--- config.mk ---
export PLATFORM = sky130hd
export DESIGN_NAME = rom_read_arbiter
export DESIGN_NICKNAME = d
export VERILOG_FILES = /design/src/rtl/rom_read_arbiter.sv
export SDC_FILE = /design/constraint.sdc
export NUM_CORES = 1
export LEC_CHECK = 0
export ABC_AREA = 1
export CAP_MARGIN = 10
export CORE_MARGIN = 2
export CORE_UTILIZATION = 40
export DETAILED_ROUTE_END_ITERATION = 10
export HOLD_SLACK_MARGIN = 0.05
export PLACE_DENSITY = 0.75
export SLEW_MARGIN = 20
export SYNTH_ARGS = -nofsm -noshare
export SYNTH_HDL_FRONTEND = slang
export SYNTH_SLANG_ARGS = --single-unit
--- constraint.sdc ---
create_clock -name clk -period 1.1 [get_ports clk]
set_clock_uncertainty 0.1 [all_clocks]
set_input_delay 0.22 -clock clk [delete_from_list [all_inputs] [get_ports clk]]
set_output_delay 0.22 -clock clk [all_outputs]
set_load 0.01 [all_outputs]
--- src/rtl/rom_read_arbiter.sv ---
// rom_read_arbiter
// Shares one single-port synchronous ROM between two read requesters and
// holds off all ROM traffic until the PLL lock flag has been stable for
// LOCK_WAIT cycles. One read can be issued per cycle. Ties are broken
// round-robin. Each returned word comes back with a pulse on the vld line
// of the requester that issued it.
//
// Ports:
//   clk, rst            ROM clock (rising edge); asynchronous active-high reset
//   pll_locked          PLL lock flag, asynchronous to clk
//   req0/addr0/gnt0     requester 0 request, address, combinational grant
//   vld0                one-cycle pulse: rd_data belongs to requester 0
//   req1/addr1/gnt1     requester 1, same as above
//   vld1                one-cycle pulse: rd_data belongs to requester 1
//   rd_data             registered read data, shared by both requesters
//   rom_addr            registered address to the ROM
//   rom_q               ROM output, ROM_LAT cycles after rom_addr
//   ready               high while in RUN (also the FSM state observation point)
//
// Handshake: reqN and addrN stay stable until gntN=1 in the same cycle; the
// address is taken on that clock edge. The requester may change or drop them
// from the next cycle. Dropping reqN before it is granted issues no read.
// The data returns ROM_LAT+2 cycles after the grant cycle, marked by vldN.
// Reads still in flight when lock is lost are dropped and get no vld pulse.

module rom_read_arbiter #(
  parameter int ADDR_W    = 8,
  parameter int DATA_W    = 8,
  parameter int ROM_LAT   = 1,
  parameter int LOCK_WAIT = 16
) (
  input  logic              clk,
  input  logic              rst,
  input  logic              pll_locked,
  input  logic              req0,
  input  logic [ADDR_W-1:0] addr0,
  output logic              gnt0,
  output logic              vld0,
  input  logic              req1,
  input  logic [ADDR_W-1:0] addr1,
  output logic              gnt1,
  output logic              vld1,
  output logic [DATA_W-1:0] rd_data,
  output logic [ADDR_W-1:0] rom_addr,
  input  logic [DATA_W-1:0] rom_q,
  output logic              ready
);

  typedef enum logic {
    WAIT_LOCK = 1'b0,
    RUN       = 1'b1
  } state_t;

  state_t       state;
  state_t       state_nx;
  logic         sync1;
  logic         lock_s;
  logic [7:0]   cnt;
  logic         prio;              // 1: requester 1 wins a tie
  logic         flush;
  logic [ROM_LAT:0] tag_v;         // tag pipe: valid bits
  logic [ROM_LAT:0] tag_id;        // tag pipe: requester id

  // Two-flop synchronizer for the asynchronous lock flag.
  always_ff @(posedge clk or posedge rst) begin
    if (rst) begin
      sync1  <= 1'b0;
      lock_s <= 1'b0;
    end else begin
      sync1  <= pll_locked;
      lock_s <= sync1;
    end
  end

  // FSM: state register.
  always_ff @(posedge clk or posedge rst) begin
    if (rst) state <= WAIT_LOCK;
    else     state <= state_nx;
  end

  // FSM: next state.
  always_comb begin
    state_nx = state;
    case (state)
      WAIT_LOCK: if (lock_s && cnt == 8'(LOCK_WAIT - 1)) state_nx = RUN;
      RUN:       if (!lock_s) state_nx = WAIT_LOCK;
      default:   state_nx = WAIT_LOCK;
    endcase
  end

  // FSM: outputs. Grants only exist in RUN, so the cycle of the transition
  // into RUN can never carry a grant.
  always_comb begin
    ready = (state == RUN);
    gnt0  = 1'b0;
    gnt1  = 1'b0;
    if (state == RUN) begin
      if (req0 && (!req1 || !prio)) gnt0 = 1'b1;
      else if (req1)                gnt1 = 1'b1;
    end
  end

  // Lock-stable counter: counts consecutive lock_s cycles in WAIT_LOCK and
  // sits at 0 otherwise, so every return to WAIT_LOCK restarts the wait.
  always_ff @(posedge clk or posedge rst) begin
    if (rst) cnt <= 8'd0;
    else if (state == WAIT_LOCK && lock_s && state_nx == WAIT_LOCK) cnt <= cnt + 8'd1;
    else cnt <= 8'd0;
  end

  // Lock lost while running: in-flight tags are discarded on the same edge
  // the FSM drops back to WAIT_LOCK.
  assign flush = (state == RUN) && !lock_s;

  always_ff @(posedge clk or posedge rst) begin
    if (rst) begin
      rom_addr <= '0;
      prio     <= 1'b0;
      tag_v    <= '0;
      tag_id   <= '0;
      rd_data  <= '0;
      vld0     <= 1'b0;
      vld1     <= 1'b0;
    end else begin
      if (gnt0)      rom_addr <= addr0;
      else if (gnt1) rom_addr <= addr1;

      // The winner loses the next tie.
      if (gnt0 || gnt1) prio <= gnt0;

      if (flush) begin
        tag_v  <= '0;
        tag_id <= '0;
        vld0   <= 1'b0;
        vld1   <= 1'b0;
      end else begin
        // Tag index k is the grant made k+1 cycles ago; index ROM_LAT lines
        // up with the ROM word for that grant on rom_q.
        tag_v  <= {tag_v[ROM_LAT-1:0], gnt0 | gnt1};
        tag_id <= {tag_id[ROM_LAT-1:0], gnt1};
        vld0   <= tag_v[ROM_LAT] & ~tag_id[ROM_LAT];
        vld1   <= tag_v[ROM_LAT] & tag_id[ROM_LAT];
        if (tag_v[ROM_LAT]) rd_data <= rom_q;
      end
    end
  end

endmodule
==> metrics, run 1 <==
status=complete, but fails checks; failing checks=setup timing; wirelength, routed=3440 µm; WP data required=0.78 ns; CP Buf/Inv Count=3; Core Area=3390 µm²; initial core utilization=0.423; sequential cell area fraction in the yosys report=0.593; FP Rows=21; die area=4080 µm²; chip height=63.9 µm; vias per inst=4.64; Crit. End Element=primary output; Cell Count, Final, Fillers Out=290; Num CTS Buffers=5; Critical Path Start Type=register; CP top delay family=flip-flops; arrival time at the worst endpoint=1.15 ns; cell area after placement=2140 µm²; Yosys reg bits=34; First-pass DRT Iterations=4; Yosys top cell by area=dfrtp_1; max incr delay on CP=0.45 ns; IO Port Bufs=49; Critical path origin=ready$_DFF_PP0_; CTS Hold Buffers Added=0; worst-margin pin slew=0.239 ns; Final Worst Setup Slack=-0.367 ns; vias in the first global route=1353; Clock transition at path regs=0.11 ns; Clk Latency, worst-skew pair=0.34 ns; layout cells sized above 1=0.348; RSZ-0062 raised after global routing=yes; Detail Route Antenna Nets=0; final setup vio count=44; Filler cells=292; first-pass GRT wire length=5850 µm; r2r endpoint=cnt[1]$_DFF_PP0_; WS Path Type=register to primary output; Routed WL per cell=11.9 µm; Synth area leaders=dfrtp_1 59%, nand2_1 9.4%, nor2_1 9.2%; final antenna diode count=0; EDFF count, synth=0; iteration-0 DRC count of the detailed router=41; slew margin rel.=0.841; CP endpoint=gnt1; Tmin final=1.47 ns; Setup TNS=-4.64 ns; Final Hold Violating Endpoints=0; antenna violations before repair=0; # IOs=50; Area Overhead vs Synth=60.2%; placer congestion estimate=0.770; Synth Flop Type=dfrtp_1; Syn Inst Count=161; TritonCTS clock tree=done; Pwr Density=973 nW/µm²; # DRC=0; Mean Syn Cell Area=8.91 µm²; async set-reset flop share out of synthesis=1.00; reg2reg start=cnt[0]$_DFF_PP0_; Layout Nets=273; critical-path cell list=nand2_2 > inv_2 > nand2_2 > inv_2 > buf_6; FF-to-FF setup slack=-0.17 ns; Clock Path Buffers=2; Finished Cell Area=2300 µm²; GRT overflow=0; worst-case reg-to-reg path depth=6; Storage cell area=852 µm²; overall global routing resource usage=0.185; peak fanout along the critical path=3; placed instance count=272; CP Depth=5; largest net degree at the start of global routing=19; VDD IR max=0.000684 V; Leakage Power=1.10 nW; Period Utilization, post-route=1.33; max-cap violations=0; DP Wirelength=2290 µm; clk root buf=clkbuf_4; most common cell in the synthesized netlist=nand2_1; Syn Nets=191; Crit-path slowest cell=dfrtp_2; max-slew violations=0; FMAX=681 MHz; Synth cell types=18; Die Span X=63.9 µm; total power=2.24 mW; H-Tree Depth=2; Multi-input gate area=639 µm²; CTS Sinks=34; Hold Crit Class=input pin to async pin; area share of the largest cell type after synthesis=0.593; Synth top cells by count=36 x nand2_1, 35 x nor2_1, 34 x dfrtp_1; Post-Syn Area=1440 µm²; vias=1347; Ys Warns=0
-- what timing repair did --
action	in CTS	in global routing
resized for setup	107	13
setup buffers	10	6
pin swaps	13	4
setup endpoints to repair	47	50
cloned	0	0
-- metal layers --
metal / up-vias / track usage / part of all wire
li1: 673 / - / -
met1: 625 / 0.228 / 0.41
met2: 42 / 0.305 / 0.52
met3: 7 / 0.0440 / 0.052
met4: 0 / 0.0897 / 0.021
met5: - / 0 / 0
-- placed cells by master (no fill, tap or decap), drive strengths merged, types with 2 or more instances in the layout --
cell and count:
buf 49, nand2 38, nor2 36, dfrtp 34, clkdlybuf4s50 28, nand3 14
inv 14, nand3b 8, o21ai 8, clkbuf 6, a21oi 2, xnor2 2
-- how the worst min path moves through the flow --
| stage | startpoint | to | slack, ns | cells past startpoint |
|---|---|---|---|---|
| after floorplan | pll_locked | sync1$_DFF_PP0_ | 0.15 | 0 |
| after global placement | sync1$_DFF_PP0_ | lock_s$_DFF_PP0_ | 0.23 | 0 |
| after detailed placement | sync1$_DFF_PP0_ | lock_s$_DFF_PP0_ | 0.23 | 0 |
| after CTS | rst | tag_v[1]$_DFF_PP0_ | 0.1 | 3 |
| after global routing | rst | rd_data[7]$_DFFE_PP0P_ | 0.13 | 3 |
| final | rst | tag_v[1]$_DFF_PP0_ | 0.10 | 3 |
-- sequential cells by signal, summed over array words and instances (netlist names) --
register and count:
rd_data 8, vld0 1, ready 1, sync1 1, tag_v 2, tag_id 2
vld1 1, lock_s 1, rom_addr 8, cnt 8, prio 1
-- layout make-up --
type	count	area share
clock inverters	2	0.00544
well taps	46	0.0250
clock buffers	6	0.0223
repair buffers	77	0.276
inverters	14	0.0229
flip-flops and latches	34	0.371
multi-input cells	111	0.278
-- worst register-to-register path, stage by stage, from the launching register on --
cell and delay, ns:
dfrtp_1 0.37, ha_2 0.19, nand2_2 0.08, nor2_4 0.13, nand3_4 0.11, nand3_4 0.15
nor2_1 0.06
-- cell families (layout without fill, tap and decap cells) --
family	after synthesis	after routing	share of synthesized area
AO/OA/AOI/OAI	11	11	0.0401
XOR/XNOR	3	3	0.0183
adder cells (fa/ha/maj)	1	1	0.00872
buffers and inverters	16	99	0.0436
flip-flops	34	34	0.593
AND/OR/NAND/NOR	96	96	0.296
-- per-stage QoR --
step	hold WS, ns	util	setup slack [ns]
finish	0.103	0.678	-0.367
global route	0.129	0.678	-0.413
CTS	0.0978	0.662	-0.352
detailed placement	0.235	0.632	-0.761
global placement	0.234	0.632	-0.710
floorplan	0.151	-	-0.104
-- power breakdown --
part	internal, mW	leakage (nW)	total [mW]	switching (mW)
registers	1.26	0.424	1.27	0.00885
logic	0.137	0.637	0.211	0.0747
clock network	0.307	0.0343	0.755	0.448
total	1.71	1.10	2.24	0.531
Note: power is estimated with default switching activity, not from simulation.
==> inputs of run 2 (changes only) <==
--- a/config.mk
+++ b/config.mk
@@ -11,7 +11,7 @@
 export CORE_UTILIZATION = 40
 export DETAILED_ROUTE_END_ITERATION = 10
 export HOLD_SLACK_MARGIN = 0.05
-export PLACE_DENSITY = 0.75
+export PLACE_DENSITY = 0.71
 export SLEW_MARGIN = 20
 export SYNTH_ARGS = -nofsm -noshare
 export SYNTH_HDL_FRONTEND = slang
==> metrics, run 2 (synthesis results as in run 1) <==
FMAX=697 MHz (was 681 MHz); H-Tree Depth=2 (unchanged); WS Path Type=register to primary output (unchanged); # IOs=50 (unchanged); slew margin rel.=0.841 (about the same); max-cap violations=0 (unchanged); WHS=0.113 ns (was 0.103 ns); DP Worst Slack=-0.759 ns (was -0.761 ns); GRT overflow=0 (unchanged); most frequent cells in the layout=33 x dfrtp_1, 29 x nand2_1, 28 x nor2_1, 28 x buf_4, 27 x clkdlybuf4s50_1 (was 33 x dfrtp_1, 30 x nand2_1, 28 x clkdlybuf4s50_1); antenna violations before repair=0 (unchanged); leading cell type in the layout, fill and taps excluded=dfrtp_1 (unchanged); vias in the first global route=1380 (was 1353); Clk pwr share=0.327 (was 0.337); Clock Path Buffers=2 (unchanged); Period Utilization, post-route=1.30 (was 1.33); IO Port Bufs=49 (unchanged); cell area after placement=2150 µm² (was 2140 µm²); Final Worst Setup Slack=-0.334 ns (was -0.367 ns); Largest regs=cnt: 8 flops, rd_data: 8 flops, rom_addr: 8 flops (unchanged); worst-margin pin slew=0.238 ns (was 0.239 ns); status=complete, but fails checks (unchanged); Hold Crit Class=input pin to async pin (unchanged); final setup vio count=47 (was 44); layout cells sized above 1=0.348 (about the same); Core Area=3390 µm² (unchanged); wirelength, routed=3530 µm (was 3440 µm); clk root buf=clkbuf_4 (unchanged); vias per inst=4.63 (was 4.64); first-pass GRT wire length=5850 µm (unchanged); placer congestion estimate=0.800 (was 0.770); overall global routing resource usage=0.188 (was 0.185); Num CTS Buffers=5 (unchanged); Area Overhead vs Synth=60.9% (was 60.2%); largest net degree at the start of global routing=30 (was 19); Detail Route Antenna Nets=0 (unchanged); Cell Count, Final, Fillers Out=293 (was 290); Sequential Power Share=0.571 (was 0.568); Tmin final=1.43 ns (was 1.47 ns); RSZ-0062 raised after global routing=yes (unchanged); failing checks=setup timing (unchanged); Final Hold Violating Endpoints=0 (unchanged); Finished Cell Area=2310 µm² (was 2300 µm²); chip height=63.9 µm (unchanged); Critical Path Start Type=register (unchanged); First-pass DRT Iterations=4 (unchanged); max-slew violations=0 (unchanged); sw power=0.511 mW (was 0.531 mW); FP Rows=21 (unchanged); Clock transition at path regs=0.10 ns (was 0.11 ns); placed instance count=273 (was 272); internal power=1.71 mW (about the same); DP Wirelength=2520 µm (was 2290 µm); final antenna diode count=0 (unchanged); Die Span X=63.9 µm (unchanged); initial core utilization=0.423 (unchanged); CTS Sinks=34 (unchanged); Layout Nets=276 (was 273); iteration-0 DRC count of the detailed router=32 (was 41); # DRC=0 (unchanged); Crit. End Element=primary output (unchanged); Leakage Power=1.10 nW (about the same); WP data required=0.78 ns (about the same); die area=4080 µm² (unchanged); vias=1357 (was 1347); Clk Latency, worst-skew pair=0.34 ns (about the same); Pwr Density=963 nW/µm² (was 973 nW/µm²); power share of the combinational group=0.101 (was 0.094); arrival time at the worst endpoint=1.11 ns (was 1.15 ns); peak fanout along the critical path=2 (was 3); VDD IR max=0.000507 V (was 0.000684 V); Routed WL per cell=12.0 µm (was 11.9 µm); Sw Share=0.230 (was 0.237); TritonCTS clock tree=done (unchanged)
==> run 2: worst max-delay path, cell delays in order, from the launching register on <==
cell,delay [ns]
dfrtp_1,0.41
nand2_2,0.09
nand2_2,0.06
nand2_2,0.08
inv_2,0.03
buf_6,0.11
==> run 2: area by class of cell <==
type / instances / area [µm²]
fill: 277 / 1080
sequential: 34 / 852
timing repair buffer: 80 / 656
multi-input combinational: 111 / 628
tap: 46 / 57.6
inverter: 14 / 52.6
clock buffer: 6 / 51.3
clock inverter: 2 / 12.5
==> run 2: repair_timing <==
item                       CTS  global route
resized for setup          101            14
pin swaps                    6             7
setup buffers                7             7
hold buffers                 0             0
setup endpoints to repair   46            51
gates cloned                 0             0
==> run 2: worst paths after layout <==
kind	startpoint	to	slack [ns]	cells past startpoint
setup / recovery	prio$_DFFE_PP0P_	gnt1	-0.33	5
hold / removal	rst	rom_addr[4]$_DFFE_PP0P_	0.11	3
setup reg to reg	cnt[0]$_DFF_PP0_	cnt[7]$_DFF_PP0_	-0.18	6
hold reg to reg	sync1$_DFF_PP0_	lock_s$_DFF_PP0_	0.26	0
max in group asynchronous	rst	ready$_DFF_PP0_	0.61	3
min in group clk	pll_locked	sync1$_DFF_PP0_	0.22	1
==> run 2: stage by stage <==
step / setup TNS (ns) / utilization / total power [mW]
after floorplan: -0.921 / - / 1.35
after global placement: -9.23 / 0.634 / 1.49
after detailed placement: -10.26 / 0.634 / 1.50
after CTS: -5.05 / 0.653 / 2.25
after global routing: -7.78 / 0.681 / 2.34
final: -4.94 / 0.681 / 2.23
==> run 2: power by group through the flow <==
| stage | logic (mW) | registers [mW] | clock network (mW) |
|---|---|---|---|
| 2_1_floorplan | 0.0519 | 1.30 | 0 |
| 3_3_place_gp | 0.200 | 1.30 | 0 |
| 3_5_place_dp | 0.206 | 1.30 | 0 |
| 4_1_cts | 0.214 | 1.27 | 0.766 |
| 5_1_grt | 0.247 | 1.27 | 0.821 |
| 6_report | 0.225 | 1.27 | 0.728 |
==> run 2: layer usage <==
layer	share of wire	vias to the layer above	GRT usage
met5	0	-	0
met2	0.52	36	0.332
met4	0.030	0	0.0978
met1	0.39	632	0.202
li1	-	678	-
met3	0.060	11	0.0563
